==> src/rtl/multichannel_frequency_analyzer_pkg.sv <==
// Shared codes and window/timeout helpers for the multichannel frequency analyzer.
package frequency_analyzer_pkg;

    typedef enum logic [1:0] {
        ClsNone = 2'd0,
        ClsF1   = 2'd1,
        ClsF2   = 2'd2
    } cls_e;

    typedef enum logic [1:0] {
        StIdle    = 2'd0,
        StArmed   = 2'd1,
        StMeasure = 2'd2
    } state_e;

    typedef enum logic [1:0] {
        RdF1Time     = 2'd0,
        RdF2Time     = 2'd1,
        RdStatus     = 2'd2,
        RdLastPeriod = 2'd3
    } rd_sel_e;

    function automatic longint unsigned win_lo(longint unsigned clk, longint unsigned freq,
                                               longint unsigned dev);
        longint unsigned p;
        p = clk / freq;
        return p - p * dev / 100;
    endfunction

    function automatic longint unsigned win_hi(longint unsigned clk, longint unsigned freq,
                                               longint unsigned dev);
        longint unsigned p;
        p = clk / freq;
        return p + p * dev / 100;
    endfunction

    function automatic longint unsigned timeout_cycles(longint unsigned clk, longint unsigned f1,
                                                       longint unsigned f2, longint unsigned dev);
        longint unsigned hi1;
        longint unsigned hi2;
        hi1 = win_hi(clk, f1, dev);
        hi2 = win_hi(clk, f2, dev);
        return 2 * ((hi1 > hi2) ? hi1 : hi2);
    endfunction

endpackage

==> src/rtl/multichannel_frequency_analyzer_if.sv <==
// Control, pixel stream, read port and interrupt signals of the frequency analyzer.
interface multichannel_frequency_analyzer_if #(
    parameter int unsigned CHANNELS      = 3,
    parameter int unsigned DATA_WIDTH    = 8,
    parameter int unsigned COUNTER_WIDTH = 32
);
    logic                     start;
    logic                     stop;
    logic                     clear;
    logic                     pixel_valid;
    logic                     line_start;
    logic [DATA_WIDTH-1:0]    data;
    logic [DATA_WIDTH-1:0]    threshold;
    logic                     rd_en;
    logic [3:0]               rd_channel;
    logic [1:0]               rd_sel;
    logic [COUNTER_WIDTH-1:0] rd_data;
    logic                     rd_valid;
    logic                     irq;
    logic [CHANNELS-1:0]      irq_status;
    logic [CHANNELS-1:0]      irq_ack;

    modport master (
        output start, stop, clear, pixel_valid, line_start, data, threshold,
        output rd_en, rd_channel, rd_sel, irq_ack,
        input  rd_data, rd_valid, irq, irq_status
    );

    modport slave (
        input  start, stop, clear, pixel_valid, line_start, data, threshold,
        input  rd_en, rd_channel, rd_sel, irq_ack,
        output rd_data, rd_valid, irq, irq_status
    );
endinterface

==> src/rtl/multichannel_frequency_analyzer_channel.sv <==
// One monitored pixel: sample, rising-edge detect, period FSM, classification, accumulators.
module frequency_channel
    import frequency_analyzer_pkg::*;
#(
    parameter int unsigned COUNTER_WIDTH       = 32,
    parameter int unsigned CLOCK               = 100000000,
    parameter int unsigned FREQUENCY_1         = 9000,
    parameter int unsigned FREQUENCY_2         = 11000,
    parameter int unsigned FREQUENCY_DEVIATION = 10
) (
    input  logic                     clock_i,
    input  logic                     reset_i,
    input  logic                     clear_i,
    input  logic                     enable_i,
    input  logic                     sample_en_i,
    input  logic                     sample_bit_i,
    output logic [COUNTER_WIDTH-1:0] f1_time_o,
    output logic [COUNTER_WIDTH-1:0] f2_time_o,
    output logic [COUNTER_WIDTH-1:0] last_period_o,
    output state_e                   state_o,
    output cls_e                     class_o,
    output logic                     class_change_o
);
    localparam longint unsigned Lo1 = win_lo(CLOCK, FREQUENCY_1, FREQUENCY_DEVIATION);
    localparam longint unsigned Hi1 = win_hi(CLOCK, FREQUENCY_1, FREQUENCY_DEVIATION);
    localparam longint unsigned Lo2 = win_lo(CLOCK, FREQUENCY_2, FREQUENCY_DEVIATION);
    localparam longint unsigned Hi2 = win_hi(CLOCK, FREQUENCY_2, FREQUENCY_DEVIATION);
    localparam longint unsigned Timeout =
        timeout_cycles(CLOCK, FREQUENCY_1, FREQUENCY_2, FREQUENCY_DEVIATION);
    localparam logic [COUNTER_WIDTH-1:0] CntMax = '1;
    localparam logic [COUNTER_WIDTH-1:0] CntOne = COUNTER_WIDTH'(1);

    logic samp_q, samp_prev_q, rise;
    state_e state_q, state_d;
    cls_e cls_q, cls_d, meas_cls;
    logic [COUNTER_WIDTH-1:0] period_q, period_d, last_q, last_d, f1_q, f1_d, f2_q, f2_d;
    logic [63:0] period_ext;

    assign rise       = samp_q & ~samp_prev_q;
    assign period_ext = 64'(period_q);

    always_comb begin
        meas_cls = ClsNone;
        if (period_ext >= Lo1 && period_ext <= Hi1) begin
            meas_cls = ClsF1;
        end else if (period_ext >= Lo2 && period_ext <= Hi2) begin
            meas_cls = ClsF2;
        end
    end

    always_comb begin
        state_d  = state_q;
        cls_d    = cls_q;
        period_d = period_q;
        last_d   = last_q;
        f1_d     = f1_q;
        f2_d     = f2_q;
        unique case (state_q)
            StIdle: begin
                if (rise) begin
                    state_d  = StArmed;
                    period_d = CntOne;
                end
            end
            StArmed, StMeasure: begin
                period_d = (period_q == CntMax) ? period_q : period_q + CntOne;
                if (period_ext > Timeout) begin
                    state_d = StIdle;
                    cls_d   = ClsNone;
                end else if (rise) begin
                    state_d  = StMeasure;
                    cls_d    = meas_cls;
                    last_d   = period_q;
                    period_d = CntOne;
                end
            end
            default: state_d = StIdle;
        endcase
        // Accumulation looks at the class held before any edge in this cycle.
        if (enable_i) begin
            if (cls_q == ClsF1 && f1_q != CntMax) f1_d = f1_q + CntOne;
            if (cls_q == ClsF2 && f2_q != CntMax) f2_d = f2_q + CntOne;
        end
        if (clear_i) begin
            state_d  = StIdle;
            cls_d    = ClsNone;
            period_d = '0;
            last_d   = '0;
            f1_d     = '0;
            f2_d     = '0;
        end
    end

    always_ff @(posedge clock_i) begin
        if (reset_i) begin
            samp_q      <= 1'b0;
            samp_prev_q <= 1'b0;
            state_q     <= StIdle;
            cls_q       <= ClsNone;
            period_q    <= '0;
            last_q      <= '0;
            f1_q        <= '0;
            f2_q        <= '0;
        end else begin
            if (sample_en_i) samp_q <= sample_bit_i;
            samp_prev_q <= samp_q;
            state_q     <= state_d;
            cls_q       <= cls_d;
            period_q    <= period_d;
            last_q      <= last_d;
            f1_q        <= f1_d;
            f2_q        <= f2_d;
        end
    end

    assign f1_time_o      = f1_q;
    assign f2_time_o      = f2_q;
    assign last_period_o  = last_q;
    assign state_o        = state_q;
    assign class_o        = cls_q;
    assign class_change_o = (cls_d != cls_q);
endmodule

==> src/rtl/multichannel_frequency_analyzer.sv <==
// N-channel pixel frequency analyzer: enable, pixel counter, per-channel trackers, read mux, irq.
// Define FA_CLASS_IRQ_EN to build the sticky class-change interrupt; otherwise irq is tied low.
module multichannel_frequency_analyzer
    import frequency_analyzer_pkg::*;
#(
    parameter int unsigned CHANNELS            = 3,
    parameter int unsigned DATA_WIDTH          = 8,
    parameter int unsigned INDEX_WIDTH         = 10,
    parameter logic [CHANNELS*INDEX_WIDTH-1:0] PIXEL_INDICES = {10'd1023, 10'd511, 10'd15},
    parameter int unsigned CLOCK               = 100000000,
    parameter int unsigned FREQUENCY_1         = 9000,
    parameter int unsigned FREQUENCY_2         = 11000,
    parameter int unsigned FREQUENCY_DEVIATION = 10,
    parameter int unsigned COUNTER_WIDTH       = 32
) (
    input logic                             clock_i,
    input logic                             reset_i,
    multichannel_frequency_analyzer_if.slave bus
);
    logic enable_q, enable_d;
    logic [INDEX_WIDTH-1:0] pix_cnt_q, cur_idx;
    logic sample_bit;
    logic [CHANNELS-1:0] class_change;
    logic [COUNTER_WIDTH-1:0] rd_data_q, rd_word;
    logic rd_valid_q;

    // Padded to 16 so any 4-bit rd_channel indexes safely; unused slots read as zero.
    logic [COUNTER_WIDTH-1:0] f1_all [16];
    logic [COUNTER_WIDTH-1:0] f2_all [16];
    logic [COUNTER_WIDTH-1:0] lp_all [16];
    state_e st_all [16];
    cls_e   cls_all [16];

    assign enable_d   = bus.stop ? 1'b0 : (bus.start ? 1'b1 : enable_q);
    assign cur_idx    = bus.line_start ? '0 : pix_cnt_q;
    assign sample_bit = (bus.data >= bus.threshold);

    for (genvar ch = 0; ch < 16; ch++) begin : g_ch
        if (ch < CHANNELS) begin : g_live
            logic sample_en;
            assign sample_en = bus.pixel_valid & enable_q &
                               (cur_idx == PIXEL_INDICES[ch*INDEX_WIDTH +: INDEX_WIDTH]);
            frequency_channel #(
                .COUNTER_WIDTH      (COUNTER_WIDTH),
                .CLOCK              (CLOCK),
                .FREQUENCY_1        (FREQUENCY_1),
                .FREQUENCY_2        (FREQUENCY_2),
                .FREQUENCY_DEVIATION(FREQUENCY_DEVIATION)
            ) u_channel (
                .clock_i       (clock_i),
                .reset_i       (reset_i),
                .clear_i       (bus.clear),
                .enable_i      (enable_q),
                .sample_en_i   (sample_en),
                .sample_bit_i  (sample_bit),
                .f1_time_o     (f1_all[ch]),
                .f2_time_o     (f2_all[ch]),
                .last_period_o (lp_all[ch]),
                .state_o       (st_all[ch]),
                .class_o       (cls_all[ch]),
                .class_change_o(class_change[ch])
            );
        end else begin : g_pad
            assign f1_all[ch]  = '0;
            assign f2_all[ch]  = '0;
            assign lp_all[ch]  = '0;
            assign st_all[ch]  = StIdle;
            assign cls_all[ch] = ClsNone;
        end
    end

    always_comb begin
        rd_word = '0;
        unique case (rd_sel_e'(bus.rd_sel))
            RdF1Time:     rd_word = f1_all[bus.rd_channel];
            RdF2Time:     rd_word = f2_all[bus.rd_channel];
            RdStatus:     rd_word = COUNTER_WIDTH'({st_all[bus.rd_channel],
                                                    cls_all[bus.rd_channel]});
            RdLastPeriod: rd_word = lp_all[bus.rd_channel];
            default:      rd_word = '0;
        endcase
    end

    always_ff @(posedge clock_i) begin
        if (reset_i) begin
            enable_q   <= 1'b0;
            pix_cnt_q  <= '0;
            rd_data_q  <= '0;
            rd_valid_q <= 1'b0;
        end else begin
            enable_q   <= enable_d;
            if (bus.pixel_valid && enable_q) pix_cnt_q <= cur_idx + INDEX_WIDTH'(1);
            if (bus.rd_en) rd_data_q <= rd_word;
            rd_valid_q <= bus.rd_en;
        end
    end

    assign bus.rd_data  = rd_data_q;
    assign bus.rd_valid = rd_valid_q;

`ifdef FA_CLASS_IRQ_EN
    logic [CHANNELS-1:0] irq_status_q, irq_status_d;
    logic irq_q;

    always_comb begin
        irq_status_d = (irq_status_q & ~bus.irq_ack) | class_change;
        if (bus.clear) irq_status_d = '0;
    end

    always_ff @(posedge clock_i) begin
        if (reset_i) begin
            irq_status_q <= '0;
            irq_q        <= 1'b0;
        end else begin
            irq_status_q <= irq_status_d;
            irq_q        <= |irq_status_d;
        end
    end

    assign bus.irq_status = irq_status_q;
    assign bus.irq        = irq_q;
`else
    logic unused_irq_inputs;
    assign unused_irq_inputs = ^{bus.irq_ack, class_change};
    assign bus.irq_status    = '0;
    assign bus.irq           = 1'b0;
`endif
endmodule

==> src/flat_wrapper.sv <==
// flat-port wrapper written by rule: the top's interface ports become plain ports
module multichannel_frequency_analyzer_flat import frequency_analyzer_pkg::*;
#(
    parameter int unsigned CHANNELS            = 3,
    parameter int unsigned DATA_WIDTH          = 8,
    parameter int unsigned INDEX_WIDTH         = 10,
    parameter logic [CHANNELS*INDEX_WIDTH-1:0] PIXEL_INDICES = {10'd1023, 10'd511, 10'd15},
    parameter int unsigned CLOCK               = 100000000,
    parameter int unsigned FREQUENCY_1         = 9000,
    parameter int unsigned FREQUENCY_2         = 11000,
    parameter int unsigned FREQUENCY_DEVIATION = 10,
    parameter int unsigned COUNTER_WIDTH       = 32
)
  (clock_i, reset_i, bus_start, bus_stop, bus_clear, bus_pixel_valid, bus_line_start, bus_data, bus_threshold, bus_rd_en, bus_rd_channel, bus_rd_sel, bus_irq_ack, bus_rd_data, bus_rd_valid, bus_irq, bus_irq_status);
  multichannel_frequency_analyzer_if #(.CHANNELS(CHANNELS), .DATA_WIDTH(DATA_WIDTH), .COUNTER_WIDTH(COUNTER_WIDTH)) bus_i ();
  input logic clock_i;
  input logic reset_i;
  input wire logic [$bits(bus_i.start)-1:0] bus_start;
  input wire logic [$bits(bus_i.stop)-1:0] bus_stop;
  input wire logic [$bits(bus_i.clear)-1:0] bus_clear;
  input wire logic [$bits(bus_i.pixel_valid)-1:0] bus_pixel_valid;
  input wire logic [$bits(bus_i.line_start)-1:0] bus_line_start;
  input wire logic [$bits(bus_i.data)-1:0] bus_data;
  input wire logic [$bits(bus_i.threshold)-1:0] bus_threshold;
  input wire logic [$bits(bus_i.rd_en)-1:0] bus_rd_en;
  input wire logic [$bits(bus_i.rd_channel)-1:0] bus_rd_channel;
  input wire logic [$bits(bus_i.rd_sel)-1:0] bus_rd_sel;
  input wire logic [$bits(bus_i.irq_ack)-1:0] bus_irq_ack;
  output wire logic [$bits(bus_i.rd_data)-1:0] bus_rd_data;
  output wire logic [$bits(bus_i.rd_valid)-1:0] bus_rd_valid;
  output wire logic [$bits(bus_i.irq)-1:0] bus_irq;
  output wire logic [$bits(bus_i.irq_status)-1:0] bus_irq_status;
  assign bus_i.start = bus_start;
  assign bus_i.stop = bus_stop;
  assign bus_i.clear = bus_clear;
  assign bus_i.pixel_valid = bus_pixel_valid;
  assign bus_i.line_start = bus_line_start;
  assign bus_i.data = bus_data;
  assign bus_i.threshold = bus_threshold;
  assign bus_i.rd_en = bus_rd_en;
  assign bus_i.rd_channel = bus_rd_channel;
  assign bus_i.rd_sel = bus_rd_sel;
  assign bus_i.irq_ack = bus_irq_ack;
  assign bus_rd_data = bus_i.rd_data;
  assign bus_rd_valid = bus_i.rd_valid;
  assign bus_irq = bus_i.irq;
  assign bus_irq_status = bus_i.irq_status;
  multichannel_frequency_analyzer #(.CHANNELS(CHANNELS), .DATA_WIDTH(DATA_WIDTH), .INDEX_WIDTH(INDEX_WIDTH), .PIXEL_INDICES(PIXEL_INDICES), .CLOCK(CLOCK), .FREQUENCY_1(FREQUENCY_1), .FREQUENCY_2(FREQUENCY_2), .FREQUENCY_DEVIATION(FREQUENCY_DEVIATION), .COUNTER_WIDTH(COUNTER_WIDTH)) u_core (.clock_i(clock_i), .reset_i(reset_i), .bus(bus_i));
endmodule
==> config.mk <==
export PLATFORM = sky130hd
export DESIGN_NAME = multichannel_frequency_analyzer_flat
export DESIGN_NICKNAME = d
export VERILOG_FILES = /design/src/rtl/multichannel_frequency_analyzer_pkg.sv /design/src/rtl/multichannel_frequency_analyzer_if.sv /design/src/rtl/multichannel_frequency_analyzer_channel.sv /design/src/rtl/multichannel_frequency_analyzer.sv /design/src/flat_wrapper.sv
export SDC_FILE = /design/constraint.sdc
export NUM_CORES = 1
export LEC_CHECK = 0
export CELL_PAD_IN_SITES_DETAIL_PLACEMENT = 1
export CELL_PAD_IN_SITES_GLOBAL_PLACEMENT = 1
export CORE_MARGIN = 1
export CORE_UTILIZATION = 50
export DETAILED_ROUTE_END_ITERATION = 10
export DONT_BUFFER_PORTS = 1
export PLACE_DENSITY_LB_ADDON = 0.1
export SKIP_CTS_REPAIR_TIMING = 1
export SLEW_MARGIN = 20
export SYNTH_ARGS = -nofsm -noshare
export SYNTH_HDL_FRONTEND = slang
export SYNTH_HIERARCHICAL = 1
export SYNTH_SLANG_ARGS = --single-unit
==> constraint.sdc <==
create_clock -name clock_i -period 3.6 [get_ports clock_i]
set_clock_uncertainty 0.15 [all_clocks]
set_input_delay 0.18 -clock clock_i [delete_from_list [all_inputs] [get_ports clock_i]]
set_output_delay 0.18 -clock clock_i [all_outputs]
set_load 0.005 [all_outputs]
== Yosys cells after proc, flatten, opt, wreduce, memory -nomap -nowiden ==
Index checks and enable logic that the tools add are counted.

* Flip-flop bits (word level): 446
* Latch bits: 0
* Memory bits (writable): 0
* ROM bits: 0
* Bits of input ports: 33
* Output and inout port bits: 37
* Logic and storage cells: 204
* Memories kept: 0

* Add/sub/neg operators: 10
* Multiply operators: 0
* Divide/modulo/power cells: 0
* Order comparisons: 17
* Equality and inequality tests: 33
* Shift operators: 0
* Multiplexer cells: 56
* Bitwise logic cells: 14
* Reductions and logical operators: 46

{| class="wikitable"
|+ Operators with widths
! cell !! number
|-
| 2-to-1 mux 32 bit || 18
|-
| binary-select mux 32 bit (select 4 bit) || 3
|-
| adder 32 x 1 -> 32 bit, second input constant || 9
|-
| less-or-equal comparator 32 x 14 -> 1 bit, second input constant || 6
|-
| inequality test 32 bit, second input constant || 6
|-
| one-hot mux 32 bit (2 select lines) || 3
|-
| one-hot mux 32 bit (4 select lines) || 1
|-
| equality test 32 bit, second input constant || 3
|-
| greater-or-equal comparator 32 x 13 -> 1 bit, second input constant || 3
|-
| greater-or-equal comparator 32 x 14 -> 1 bit, second input constant || 3
|-
| > comparator 32 x 15 -> 1 bit, second input constant || 3
|-
| 2-to-1 mux 2 bit || 25
|-
| AND reduction 2 bit || 15
|-
| binary-select mux 2 bit (select 4 bit) || 2
|-
| equality test 2 bit, second input constant || 8
|-
| equality test 2 x 1 -> 1 bit, second input constant || 7
|-
| logical AND 1 bit || 13
|-
| one-hot mux 2 bit (2 select lines) || 3
|-
| nonzero test 2 bit || 6
|-
| adder 10 x 1 -> 10 bit, second input constant || 1
|-
| equality test 10 bit, second input constant || 1
|-
| equality test 10 x 4 -> 1 bit, second input constant || 1
|-
| equality test 10 x 9 -> 1 bit, second input constant || 1
|-
| 2-to-1 mux 10 bit || 1
|-
| other kinds (10) || 34
|}

== Logic depth before layout (Yosys ltp) ==
Gate-level depths: netlist (run 1).

* Depth in word-level cells: 6
* Depth in mapped cells: 9
* Depth with buffers taken out: 8

== By module ==
Netlist (run 1), hierarchy kept.

{| class="wikitable"
|+ By module, submodules not included
! module !! times used !! cells an instance !! area each (µm²) !! sequential area each (µm²)
|-
| frequency_channel || 3 || 754 || 6,336.1 || 2,682.6
|-
| multichannel_frequency_analyzer || 1 || 581 || 4,697.0 || 880.8
|}

== Worst setup path after synthesis (run 1) ==
OpenSTA, ideal clock, no wires.

* Path kind: register to register
* From: reg u_core.enable_q
* To: reg u_core.g_ch[1].g_live.u_channel.f1_q[31]
* Library setup time: 70 ps
* Data arrival time: 2,137 ps
* Data required time: 3,380 ps
* Setup slack: 1,242 ps
* Cell stages (with the launch flop): 8
* Path buffers: 1
* Period minus slack after synthesis: 2,358 ps
* Cells stage by stage: dfxtp_1 -> and3b_1 -> nand4_1 -> or2_1 -> buf_2 -> or4_4 -> or3_1 -> a21oi_1

* Word-level cells in the longest chain between the ends: 1

{| class="wikitable"
|+ Ends and longest elaborated chain
! element !! RTL line !! text
|-
| start: declaration || multichannel_frequency_analyzer.sv:20 || <nowiki>logic enable_q, enable_d;</nowiki>
|-
| start signal: assignment || multichannel_frequency_analyzer.sv:91 || <nowiki>enable_q <= enable_d;</nowiki>
|-
| AND reduction 2 bit (no source line) || -- ||
|-
| end signal: assignment || multichannel_frequency_analyzer_channel.sv:102 || <nowiki>f1_q <= '0;</nowiki>
|-
| end signal: assignment || multichannel_frequency_analyzer_channel.sv:111 || <nowiki>f1_q <= f1_d;</nowiki>
|-
| end: declaration || multichannel_frequency_analyzer_channel.sv:36 || <nowiki>logic [COUNTER_WIDTH-1:0] period_q, period_d, last_q, last_d, f1_q, f1_d, f2_q, f2_d;</nowiki>
|}

No other way between the ends.
A chain may end at the register's enable or synchronous reset.

== Final worst setup path (run 1) ==
Ends and elaborated chain as after synthesis.

==> results of run 1 <==
## worst max-delay path by stage
stage                                      startpoint                                            end
3_3_place_gp                          u_core/enable_q  u_core/g_ch[1].g_live.u_channel/f1_time_o[31]
5_1_grt        u_core/g_ch[0].g_live.u_channel/samp_q   u_core/g_ch[0].g_live.u_channel/period_q[20]
2_1_floorplan                         u_core/enable_q  u_core/g_ch[1].g_live.u_channel/f1_time_o[31]
6_report                              u_core/enable_q  u_core/g_ch[1].g_live.u_channel/f1_time_o[31]
4_1_cts                               u_core/enable_q  u_core/g_ch[1].g_live.u_channel/f1_time_o[31]
3_5_place_dp                          u_core/enable_q  u_core/g_ch[1].g_live.u_channel/f1_time_o[31]
## power groups by stage
stage | sequential, mW | combinational [mW] | clock, mW
after floorplan | 5.05 | 0.270 | 0
after global placement | 5.06 | 0.293 | 0
after detailed placement | 5.06 | 0.302 | 0
after CTS | 4.95 | 0.303 | 5.43
after global routing | 4.95 | 0.402 | 5.62
final | 4.95 | 0.381 | 5.35
## worst min-delay path, stage by stage
cell and delay, ps:
sky130_fd_sc_hd__and4b_1 200, sky130_fd_sc_hd__nand4_1 110, sky130_fd_sc_hd__xnor2_1 70, sky130_fd_sc_hd__nor2_1 90
## flip-flops by register name, summed over array words and instances, names as in the netlist
register,cells
u_core/enable_q,1
u_core/bus.rd_data,32
u_core/g_ch.g_live.u_channel/state_o,6
u_core/g_ch.g_live.u_channel/samp_prev_q,3
u_core/bus.rd_valid,1
u_core/g_ch.g_live.u_channel/samp_q,3
u_core/g_ch.g_live.u_channel/class_o,6
u_core/g_ch.g_live.u_channel/period_q,96
u_core/g_ch.g_live.u_channel/f1_time_o,96
u_core/g_ch.g_live.u_channel/f2_time_o,96
u_core/pix_cnt_q,10
u_core/g_ch.g_live.u_channel/last_period_o,96
## metal layers
metal / up-vias / share of wire
met5: - / 0
met4: 0 / 0.032
met1: 10700 / 0.44
li1: 10100 / -
met2: 474 / 0.47
met3: 144 / 0.051
## through the flow
stage,instance area (µm²),power [mW]
2_1_floorplan,23600,5.32
3_3_place_gp,23800,5.35
3_5_place_dp,23800,5.36
4_1_cts,25500,10.7
5_1_grt,25800,11.0
6_report,25800,10.7
## area by class of cell
type                       count  share of cell area
multi-input combinational   2153               0.529
clock buffer                  74              0.0574
tap                          607              0.0294
inverter                      51             0.00741
clock inverter                20             0.00931
timing repair buffer          56              0.0218
sequential                   446               0.346
==> impl_summary.log, run 1 <==
INFO  metric outcome = complete, but fails checks
INFO  metric violations = hold timing
INFO  metric timing.slew.headroom = 0.211
INFO  metric detail_route.wl_per_cell = 22.4 µm
INFO  metric ir_worst_vdd = 0.463 mV
INFO  metric detailroute.via_count = roughly 21000
INFO  metric numCtsBuffers = 51
INFO  metric timing.critical_path.to_type = flop
INFO  metric timing.critical_path.depth = 6
INFO  metric setup-violations-final = 0
INFO  metric clock_power_share = 0.501
INFO  metric multiInputGateArea = about 0.014 mm²
INFO  metric grt_peak_use_layer = met2
INFO  metric cts_tree = yes
INFO  metric timing.hold.worst_path_depth = 4
INFO  metric die_h = between 200 and 250 µm
INFO  metric fp.dieW = between 200 and 250 µm
INFO  metric flow.area_growth_from_synthesis = 9.55%
INFO  metric antenna_found_initial = 1
INFO  metric worstPathBufferInverterCount = 0
INFO  metric timing.hold.worst.start = bus_line_start
INFO  metric power_frac_comb = 0.036
INFO  metric netSwitchingPower = between 2 and 2.5 mW
INFO  metric firstDrtPassIters = 5
INFO  metric place_inst = about 3300
INFO  metric timing.critical_path.required = around 4000 ps
INFO  metric post_synth_inst_count = 2822
INFO  metric crit_type = reg2reg
INFO  metric layout_fillers = 5483
INFO  metric critical_path.max_fanout = 12
INFO  metric worst_hold_class = in2reg
INFO  metric rr_endpoint = u_core/g_ch[1].g_live.u_channel/f1_time_o[31]
INFO  metric setup_repair_after_global_routing_missed_its_margin = false
INFO  metric actual_slew_at_the_worst_max_slew_pin = 1170 ps
INFO  metric switching_share = 0.231
INFO  metric setup_crit_start_kind = flop
INFO  metric dp_hpwl = between 50000 and 60000 µm
INFO  metric setup.reg_to_reg.worst_slack = 620 ps
INFO  metric h-tree-depth = 2
INFO  metric postRouteWirelength = between 70000 and 80000 µm
INFO  metric timing.setup.tns = 0 ps
INFO  metric insertion_delay = approximately 620 ps
INFO  metric critical_path.reg2reg.startpoint = u_core/enable_q
INFO  metric io-pin-count = 70
INFO  metric period_share = 0.828
INFO  metric hold_viol = 3
INFO  metric layout.nets = 2828
INFO  metric first_iter_violations = 1409
INFO  metric crit_chain = and3b_1, nand4_1, or2_1, or4_4, or3_1, a21oi_1
INFO  metric floorplan.initialDensity = 0.506
INFO  metric synth_area_per_cell = 8.35 µm²
INFO  metric int_power = a little over 8 mW
INFO  metric grt.total_usage = 0.306
INFO  metric seq_power_share = 0.463
INFO  metric final-max-slew-violation-count = 0
INFO  metric groute.layer.met2.usage = 0.520
INFO  metric final_cells = about 3400
INFO  metric wire_length_of_the_first_global_routing_pass = ~120000 µm
INFO  metric hold-path-endpoint = u_core/pix_cnt_q[7]
INFO  metric gpl.final_weighted_congestion = 0.893
INFO  metric synth.cell_area = 0.0236 mm²
INFO  metric routed_via_density = approximately 6.3
INFO  metric yosysWarnings = 6
INFO  metric dp_worst_setup_slack = approximately 700 ps
INFO  metric max_cap_viol_count = 0
INFO  metric max_stage_delay = roughly 770 ps
INFO  metric cp_data_arrival_time = approximately 3400 ps
INFO  metric worst_hold_slack = -53.0 ps
INFO  metric clockRootBuffer = sky130_fd_sc_hd__clkbuf_16
INFO  metric clock_period_minus_final_worst_setup_slack = ~3000 ps
INFO  metric remaining_global_route_overflow = 0
INFO  metric final_critical_path_setup_slack = about 620 ps
INFO  metric row_count = 79
INFO  metric critPathTopFamily = simple AND/OR/NAND/NOR gates
INFO  metric first_global_vias = 21300
INFO  metric grtUsageMet1 = 0.396
INFO  metric clock_sink_count = 446
INFO  metric critical-path-slowest-cell = sky130_fd_sc_hd__dfxtp_1
INFO  metric grt_start_max_net_pins = between 90 and 100
INFO  metric fp.coreArea = ~0.047 mm²
INFO  metric layout.cells.most_common = sky130_fd_sc_hd__dfxtp_1
INFO  metric static-leakage-power = 8.71 nW
INFO  metric clock_path_buffers = 3
INFO  metric final_util = 0.555
INFO  metric fmax = approximately 0.34 GHz
INFO  metric seqCellArea = between 0.008 and 0.009 mm²
INFO  metric fp.dieArea = 0.0480 mm²
INFO  metric ant_nets = 0
INFO  metric most-common-layout-cells = sky130_fd_sc_hd__dfxtp_1, sky130_fd_sc_hd__nand2_1, sky130_fd_sc_hd__nor2_1
INFO  metric drc_errors = 0
INFO  metric insertedDiodeCount = 0
INFO  metric layout-drive-gt1-share = 0.0843
INFO  metric numPortBuffers = 0
INFO  metric cts.clk_slew.worst_paths = ~60 ps
INFO  metric powerDensity = 414 mW/mm²
INFO  metric grtUsageMet3 = 0.0452
INFO  metric rr_worst_depth = 6
Note: power is estimated with default switching activity, not from simulation.
==> run 2: changes to the inputs <==
Settings changed: CORE_UTILIZATION 50 to 44.
Clock period 3.6 ns to 2.6 ns, I/O delays scaled along.
==> impl_summary.log, run 2 (synthesis results as in run 1) <==
INFO  metric cpMostUsedCell = sky130_fd_sc_hd__dlygate4sd3_1
INFO  metric max_cap_viol_count = 0 (unchanged)
INFO  metric detail_route.wl_per_cell = 22.0 µm (-2.0%)
INFO  metric layout.nets = 2924 (+3.4%)
INFO  metric clockRootBuffer = sky130_fd_sc_hd__clkbuf_16
INFO  metric fp.dieW = 233 µm (+6.5%)
INFO  metric h-tree-depth = 2 (unchanged)
INFO  metric grt_start_max_net_pins = 99 (unchanged)
INFO  metric powerDensity = 563 mW/mm² (+36%)
INFO  metric setup_crit_start_kind = input port
INFO  metric clock_path_buffers = 3 (unchanged)
INFO  metric clock_power_share = 0.509 (+0.008)
INFO  metric postRouteWirelength = 78900 µm (+3.2%)
INFO  metric violations = DRC, hold timing
INFO  metric numCtsBuffers = 52 (+2.0%)
INFO  metric power_frac_comb = 0.038 (+0.002)
INFO  metric critical_path.reg2reg.startpoint = u_core/g_ch[0].g_live.u_channel/f1_time_o[1]
INFO  metric clock_period_minus_final_worst_setup_slack = 2560 ps
INFO  metric rr_endpoint = u_core/bus.rd_data[1]
INFO  metric most-common-layout-cells = sky130_fd_sc_hd__dfxtp_1, sky130_fd_sc_hd__nand2_1, sky130_fd_sc_hd__nor2_1
INFO  metric critical-path-slowest-cell = sky130_fd_sc_hd__or3_1
INFO  metric dp_hpwl = 54200 µm (+3.4%)
INFO  metric crit_type = in2reg
INFO  metric outcome = complete, but fails checks
INFO  metric first_iter_violations = 1302 (-7.6%)
INFO  metric critical_path.max_fanout = 32 (+20)
INFO  metric drc_errors = 32 (+32)
INFO  metric timing.hold.worst.start = bus_rd_sel[0]
INFO  metric postPlaceCellArea = 0.0246 mm² (+3.4%)
INFO  metric hold-path-endpoint = u_core/bus.rd_data[6]
INFO  metric detailroute.via_count = 21600 (+0.73%)
INFO  metric setup-violations-final = 0 (unchanged)
INFO  metric period_share = 0.986
INFO  metric timing.critical_path.required = 2990 ps (-1010 ps)
INFO  metric antenna_found_initial = 3 (+2)
INFO  metric clock_sink_count = 446 (unchanged)
INFO  metric hold_viol = 5 (+2)
INFO  metric grt.total_usage = 0.277 (-0.0291)
INFO  metric max_stage_delay = 680 ps (-90 ps)
INFO  metric timing.critical_path.to_type = flop
INFO  metric setup.reg_to_reg.worst_slack = 130 ps (-490 ps)
INFO  metric gpl.final_weighted_congestion = 0.875 (-2.1%)
INFO  metric ir_worst_vdd = 0.458 mV (-1.1%)
INFO  metric rr_worst_depth = 6 (unchanged)
INFO  metric wire_length_of_the_first_global_routing_pass = 120000 µm (+2.3%)
INFO  metric remaining_global_route_overflow = 0 (unchanged)
INFO  metric fp.dieArea = 0.0545 mm² (+14%)
INFO  metric place_inst = 3457 (+5.0%)
INFO  metric die_h = 233 µm (+6.5%)
INFO  metric dp_worst_setup_slack = 0.703 ps (-702 ps)
INFO  metric cts.clk_slew.worst_paths = 60 ps (about the same)
INFO  metric numPortBuffers = 0 (unchanged)
INFO  metric worstPathBufferInverterCount = 3 (+3)
INFO  metric int_power = 11.6 mW (+42%)
INFO  metric flow.area_growth_from_synthesis = 13.7%
INFO  metric floorplan.initialDensity = 0.447 (-0.0595)
INFO  metric final_critical_path_setup_slack = 37.3 ps (-582 ps)
INFO  metric actual_slew_at_the_worst_max_slew_pin = 1190 ps (+22.7 ps)
INFO  metric firstDrtPassIters = 8 (+3)
INFO  metric netSwitchingPower = 3.45 mW (+40%)
INFO  metric crit_chain = dlygate4sd3_1, buf_12, a21o_1, or3_1, a311o_1, dlygate4sd3_1, a21oi_2
INFO  metric timing.hold.worst_path_depth = 4 (unchanged)
INFO  metric routed_via_density = 6.02 (-4.3%)
INFO  metric fp.coreArea = 0.0528 mm² (+13%)
INFO  metric worst_hold_class = in2reg
INFO  metric fin_total_pwr = 15.1 mW (+41%)
INFO  metric finish.instance_area = 0.0268 mm² (+3.8%)
INFO  metric ant_nets = 0 (unchanged)
INFO  metric cp_data_arrival_time = 2960 ps (-430 ps)
INFO  metric final_cells = 3587 (+5.3%)
INFO  metric static-leakage-power = 9.22 nW (+5.8%)
INFO  metric layout.cells.most_common = sky130_fd_sc_hd__dfxtp_1
INFO  metric io-pin-count = 70 (unchanged)
INFO  metric fmax = 0.390 GHz
INFO  metric switching_share = 0.229 (-0.00234)
INFO  metric critPathTopFamily = buffers and inverters
INFO  metric layout_fillers = 6234 (+14%)
INFO  metric seq_power_share = 0.454 (-0.009)
INFO  metric first_global_vias = 21600 (+1.2%)
INFO  metric cts_tree = yes
INFO  metric row_count = 84 (+6.3%)
INFO  metric timing.slew.headroom = 0.203 (-0.00784)
INFO  metric worst_hold_slack = -60.5 ps (-7.50 ps)
INFO  metric insertion_delay = 610 ps (about the same)
INFO  metric layout-drive-gt1-share = 0.112 (+0.0279)
INFO  metric final-max-slew-violation-count = 0 (unchanged)
## run 2: changes by cell type in the layout (fill, tap and decap cells not counted), moves of 6 or more
cell                            previous run  this run
sky130_fd_sc_hd__buf_4                    32       115
sky130_fd_sc_hd__clkbuf_8                 12         6
sky130_fd_sc_hd__dlygate4sd3_1            18        24
sky130_fd_sc_hd__buf_12                    3         9
sky130_fd_sc_hd__clkbuf_1                 11        17
## run 2: worst max-delay path by stage
| stage | startpoint | endpoint | slack, ps | cells past startpoint |
|---|---|---|---|---|
| 2_1_floorplan | u_core/enable_q | u_core/g_ch[1].g_live.u_channel/f1_time_o[31] | 240 | 7 |
| 3_3_place_gp | u_core/g_ch[0].g_live.u_channel/period_q[14] | flop | 120 | 6 |
| 3_5_place_dp | u_core/g_ch[1].g_live.u_channel/period_q[15] | flop | 0.7 | 6 |
| 4_1_cts | u_core/g_ch[1].g_live.u_channel/period_q[15] | flop | -30 | 6 |
| 5_1_grt | bus_rd_channel[1] | u_core/bus.rd_data[27] | -40 | 7 |
| 6_report | bus_rd_channel[1] | u_core/bus.rd_data[27] | 40 | 7 |
## run 2: area by class of cell
class                   instances  area (µm²)  area share
flip-flops and latches        446        8930       0.333
clock buffers                  76        1470      0.0550
clock inverters                20         287      0.0107
inverters                      51         191     0.00714
multi-input cells            2153       13700       0.511
repair buffers                151        1370      0.0510
diodes                          2        5.00    0.000187
well taps                     688         861      0.0321
## run 2: tightest hold or removal path: stages
cell	delay, ps
sky130_fd_sc_hd__a211o_1	110
sky130_fd_sc_hd__o311ai_0	110
sky130_fd_sc_hd__buf_4	170
sky130_fd_sc_hd__o21ai_0	120
## run 2: stage by stage
stage	util	TNS, ps
final	0.508	0
after global routing	0.508	-119
after CTS	0.500	-108
after detailed placement	0.467	0
after global placement	0.467	0
after floorplan	-	0
## run 2: metal layers
metal / global-route usage / vias to the layer above / wire [µm]
met1: 0.365 / 10800 / 36000
li1: - / 10300 / -
met4: 0.0830 / 2 / 1950
met2: 0.472 / 410 / 37500
met3: 0.0338 / 121 / 3350
met5: 0 / - / 12
## run 2: power by group through the flow
stage / clock network (mW) / registers (mW) / logic, mW
final: 7.68 / 6.85 / 0.570
after global routing: 8.07 / 6.85 / 0.602
after CTS: 7.81 / 6.85 / 0.444
after detailed placement: 0 / 7.00 / 0.443
after global placement: 0 / 7.00 / 0.432
after floorplan: 0 / 7.00 / 0.374
==> run 3: changes to the inputs <==
Settings changed: ABC_AREA set to 1, CORE_UTILIZATION 44 to 42.
==> impl_summary.log, run 3 <==
INFO  metric outcome = complete, but fails checks
INFO  metric violations = hold timing
INFO  metric synth.cell_area = 0.0265 mm² (+13%)
INFO  metric fin_total_pwr = 15.3 mW (+1.7%)
INFO  metric clock_sink_count = 446 (unchanged)
INFO  metric setup_repair_after_global_routing_missed_its_margin = false
INFO  metric detailroute.via_count = 26700 (+24%)
INFO  metric fp.dieW = 253 µm (+8.5%)
INFO  metric worst_hold_class = in2reg
INFO  metric cts.clk_slew.worst_paths = 60 ps (about the same)
INFO  metric first_global_vias = 26000 (+20%)
INFO  metric postRouteWirelength = 94200 µm (+19%)
INFO  metric hold-path-endpoint = u_core/bus.rd_data[20]
INFO  metric grt_start_max_net_pins = 75 (-24%)
INFO  metric gpl.final_weighted_congestion = 0.946 (+8.1%)
INFO  metric max_cap_viol_count = 0 (unchanged)
INFO  metric setup-violations-final = 0 (unchanged)
INFO  metric post_synth_inst_count = 4059 (+44%)
INFO  metric timing.hold.worst_path_depth = 6 (+2)
INFO  metric actual_slew_at_the_worst_max_slew_pin = 762 ps (-430 ps)
INFO  metric yosysWarnings = 6 (unchanged)
INFO  metric layout-drive-gt1-share = 0.0917 (-0.0205)
INFO  metric met2_length = 42400 µm (+13%)
INFO  metric fp.dieArea = 0.0642 mm² (+18%)
INFO  metric wl_met3 = 4580 µm (+37%)
INFO  metric final_util = 0.473 (-0.0347)
INFO  metric clock_period_minus_final_worst_setup_slack = 2460 ps (-107 ps)
INFO  metric numPortBuffers = 0 (unchanged)
INFO  metric timing.hold.worst.start = bus_rd_channel[0]
INFO  metric period_share = 0.945 (-0.0411)
INFO  metric wire_length_of_the_first_global_routing_pass = 146000 µm (+22%)
INFO  metric timing.critical_path.to_type = flop
INFO  metric maxUsedRoutingLayer = met4
INFO  metric hold_viol = 4 (-1)
INFO  metric ant_nets = 0 (unchanged)
INFO  metric wire_length_the_detailed_router_placed_on_met1 = 45100 µm (+25%)
INFO  metric detail_route.wl_per_cell = 19.0 µm (-13%)
INFO  metric remaining_global_route_overflow = 0 (unchanged)
INFO  metric final_critical_path_setup_slack = 144 ps (+107 ps)
INFO  metric fp.coreArea = 0.0621 mm² (+18%)
INFO  metric final-max-slew-violation-count = 0 (unchanged)
INFO  metric floorplan.initialDensity = 0.427 (-0.0193)
INFO  metric clockRootBuffer = sky130_fd_sc_hd__clkbuf_16
INFO  metric cts_tree = yes
INFO  metric critical_path.max_fanout = 66 (+110%)
INFO  metric row_count = 91 (+8.3%)
INFO  metric insertion_delay = 620 ps (about the same)
INFO  metric io-pin-count = 70 (unchanged)
INFO  metric grt.total_usage = 0.289 (+0.0115)
INFO  metric dp_worst_setup_slack = 169 ps (+168 ps)
INFO  metric setup.reg_to_reg.worst_slack = 210 ps (+80 ps)
INFO  metric timing.setup.tns = 0 ps (unchanged)
INFO  metric rr_worst_depth = 11 (+5)
INFO  metric layout.cells.most_common = sky130_fd_sc_hd__nand2_1
INFO  metric h-tree-depth = 2 (unchanged)
INFO  metric fmax = 0.407 GHz (+4.4%)
INFO  metric clock_path_buffers = 3 (unchanged)
INFO  metric antenna_found_initial = 1 (-2)
INFO  metric layout.nets = 4138 (+42%)
INFO  metric static-leakage-power = 10.6 nW (+15%)
INFO  metric routed_via_density = 5.40 (-10%)
INFO  metric ir_worst_vdd = 0.449 mV (-2.0%)
INFO  metric worst_hold_slack = -55.0 ps (+5.57 ps)
INFO  metric rr_endpoint = u_core/g_ch[2].g_live.u_channel/f2_time_o[24]
INFO  metric timing.critical_path.required = 2960 ps (-30 ps)
INFO  metric cp_data_arrival_time = 2810 ps (-150 ps)
INFO  metric flow.area_growth_from_synthesis = 10.7%
INFO  metric critical_path.reg2reg.startpoint = u_core/g_ch[2].g_live.u_channel/f2_time_o[0]
INFO  metric die_h = 253 µm (+8.5%)
INFO  metric firstDrtPassIters = 5 (-3)
INFO  metric drc_errors = 0 (-100%)
INFO  metric timing.slew.headroom = 0.490 (+0.287)
INFO  metric synth_area_per_cell = 6.53 µm² (-22%)
INFO  metric crit_type = in2reg
INFO  metric most-common-layout-cells = sky130_fd_sc_hd__nand2_1, sky130_fd_sc_hd__nor2_1, sky130_fd_sc_hd__dfxtp_1
INFO  metric setup_crit_start_kind = input port
INFO  metric powerDensity = 523 mW/mm² (-7.2%)
INFO  metric dp_hpwl = 70100 µm (+29%)
INFO  metric first_iter_violations = 1707 (+31%)
INFO  metric numCtsBuffers = 54 (+3.8%)
-- run 3: through the flow --
stage               cell area [µm²]  cells
floorplan                     26500   4062
global placement              27300   4828
detailed placement            27300   4828
CTS                           29100   4926
global route                  29400   4948
finish                        29400   4949
-- run 3: how the worst max path moves through the flow --
stage                                                    endpoint  depth (start not counted)                                    startpoint  slack (ps)
floorplan           u_core/g_ch[1].g_live.u_channel/f2_time_o[20]                         12  u_core/g_ch[1].g_live.u_channel/f2_time_o[0]         650
global placement    u_core/g_ch[1].g_live.u_channel/f2_time_o[10]                         11  u_core/g_ch[1].g_live.u_channel/f2_time_o[0]         280
detailed placement  u_core/g_ch[2].g_live.u_channel/f2_time_o[24]                         10  u_core/g_ch[2].g_live.u_channel/f2_time_o[0]         170
CTS                 u_core/g_ch[2].g_live.u_channel/f2_time_o[24]                         10  u_core/g_ch[2].g_live.u_channel/f2_time_o[0]         110
global route        u_core/g_ch[2].g_live.u_channel/f2_time_o[25]                         12  u_core/g_ch[2].g_live.u_channel/f2_time_o[0]           5
finish                                     u_core/bus.rd_data[25]                          8                             bus_rd_channel[1]         140
-- run 3: critical path, cell delays in order --
cell and delay [ps]:
sky130_fd_sc_hd__dlygate4sd3_1 1060, sky130_fd_sc_hd__nand2_1 190, sky130_fd_sc_hd__nand2_1 110, sky130_fd_sc_hd__clkinv_1 270
sky130_fd_sc_hd__nand2_1 200, sky130_fd_sc_hd__nand3b_1 130, sky130_fd_sc_hd__a21oi_1 70, sky130_fd_sc_hd__dlygate4sd3_1 570
-- run 3: final cells by class --
type                       instances  area [µm²]
sequential                       446        8930
tap                              837        1050
antenna                            1        2.50
timing repair buffer             104         891
fill                            8280       32700
inverter                         431        1620
multi-input combinational       3032       15100
clock inverter                    22         246
clock buffer                      76        1550
-- run 3: routing by layer --
layer | up-vias | track usage
li1 | 13200 | -
met1 | 12900 | 0.403
met2 | 491 | 0.467
met3 | 103 | 0.0402
met4 | 0 | 0.0686
met5 | - | 0
-- run 3: report_power, final --
part | leakage, nW | internal [mW] | switching, mW | total [mW]
registers | 3.59 | 6.85 | 0.0146 | 6.87
logic | 6.16 | 0.188 | 0.561 | 0.749
clock network | 0.883 | 4.61 | 3.12 | 7.73
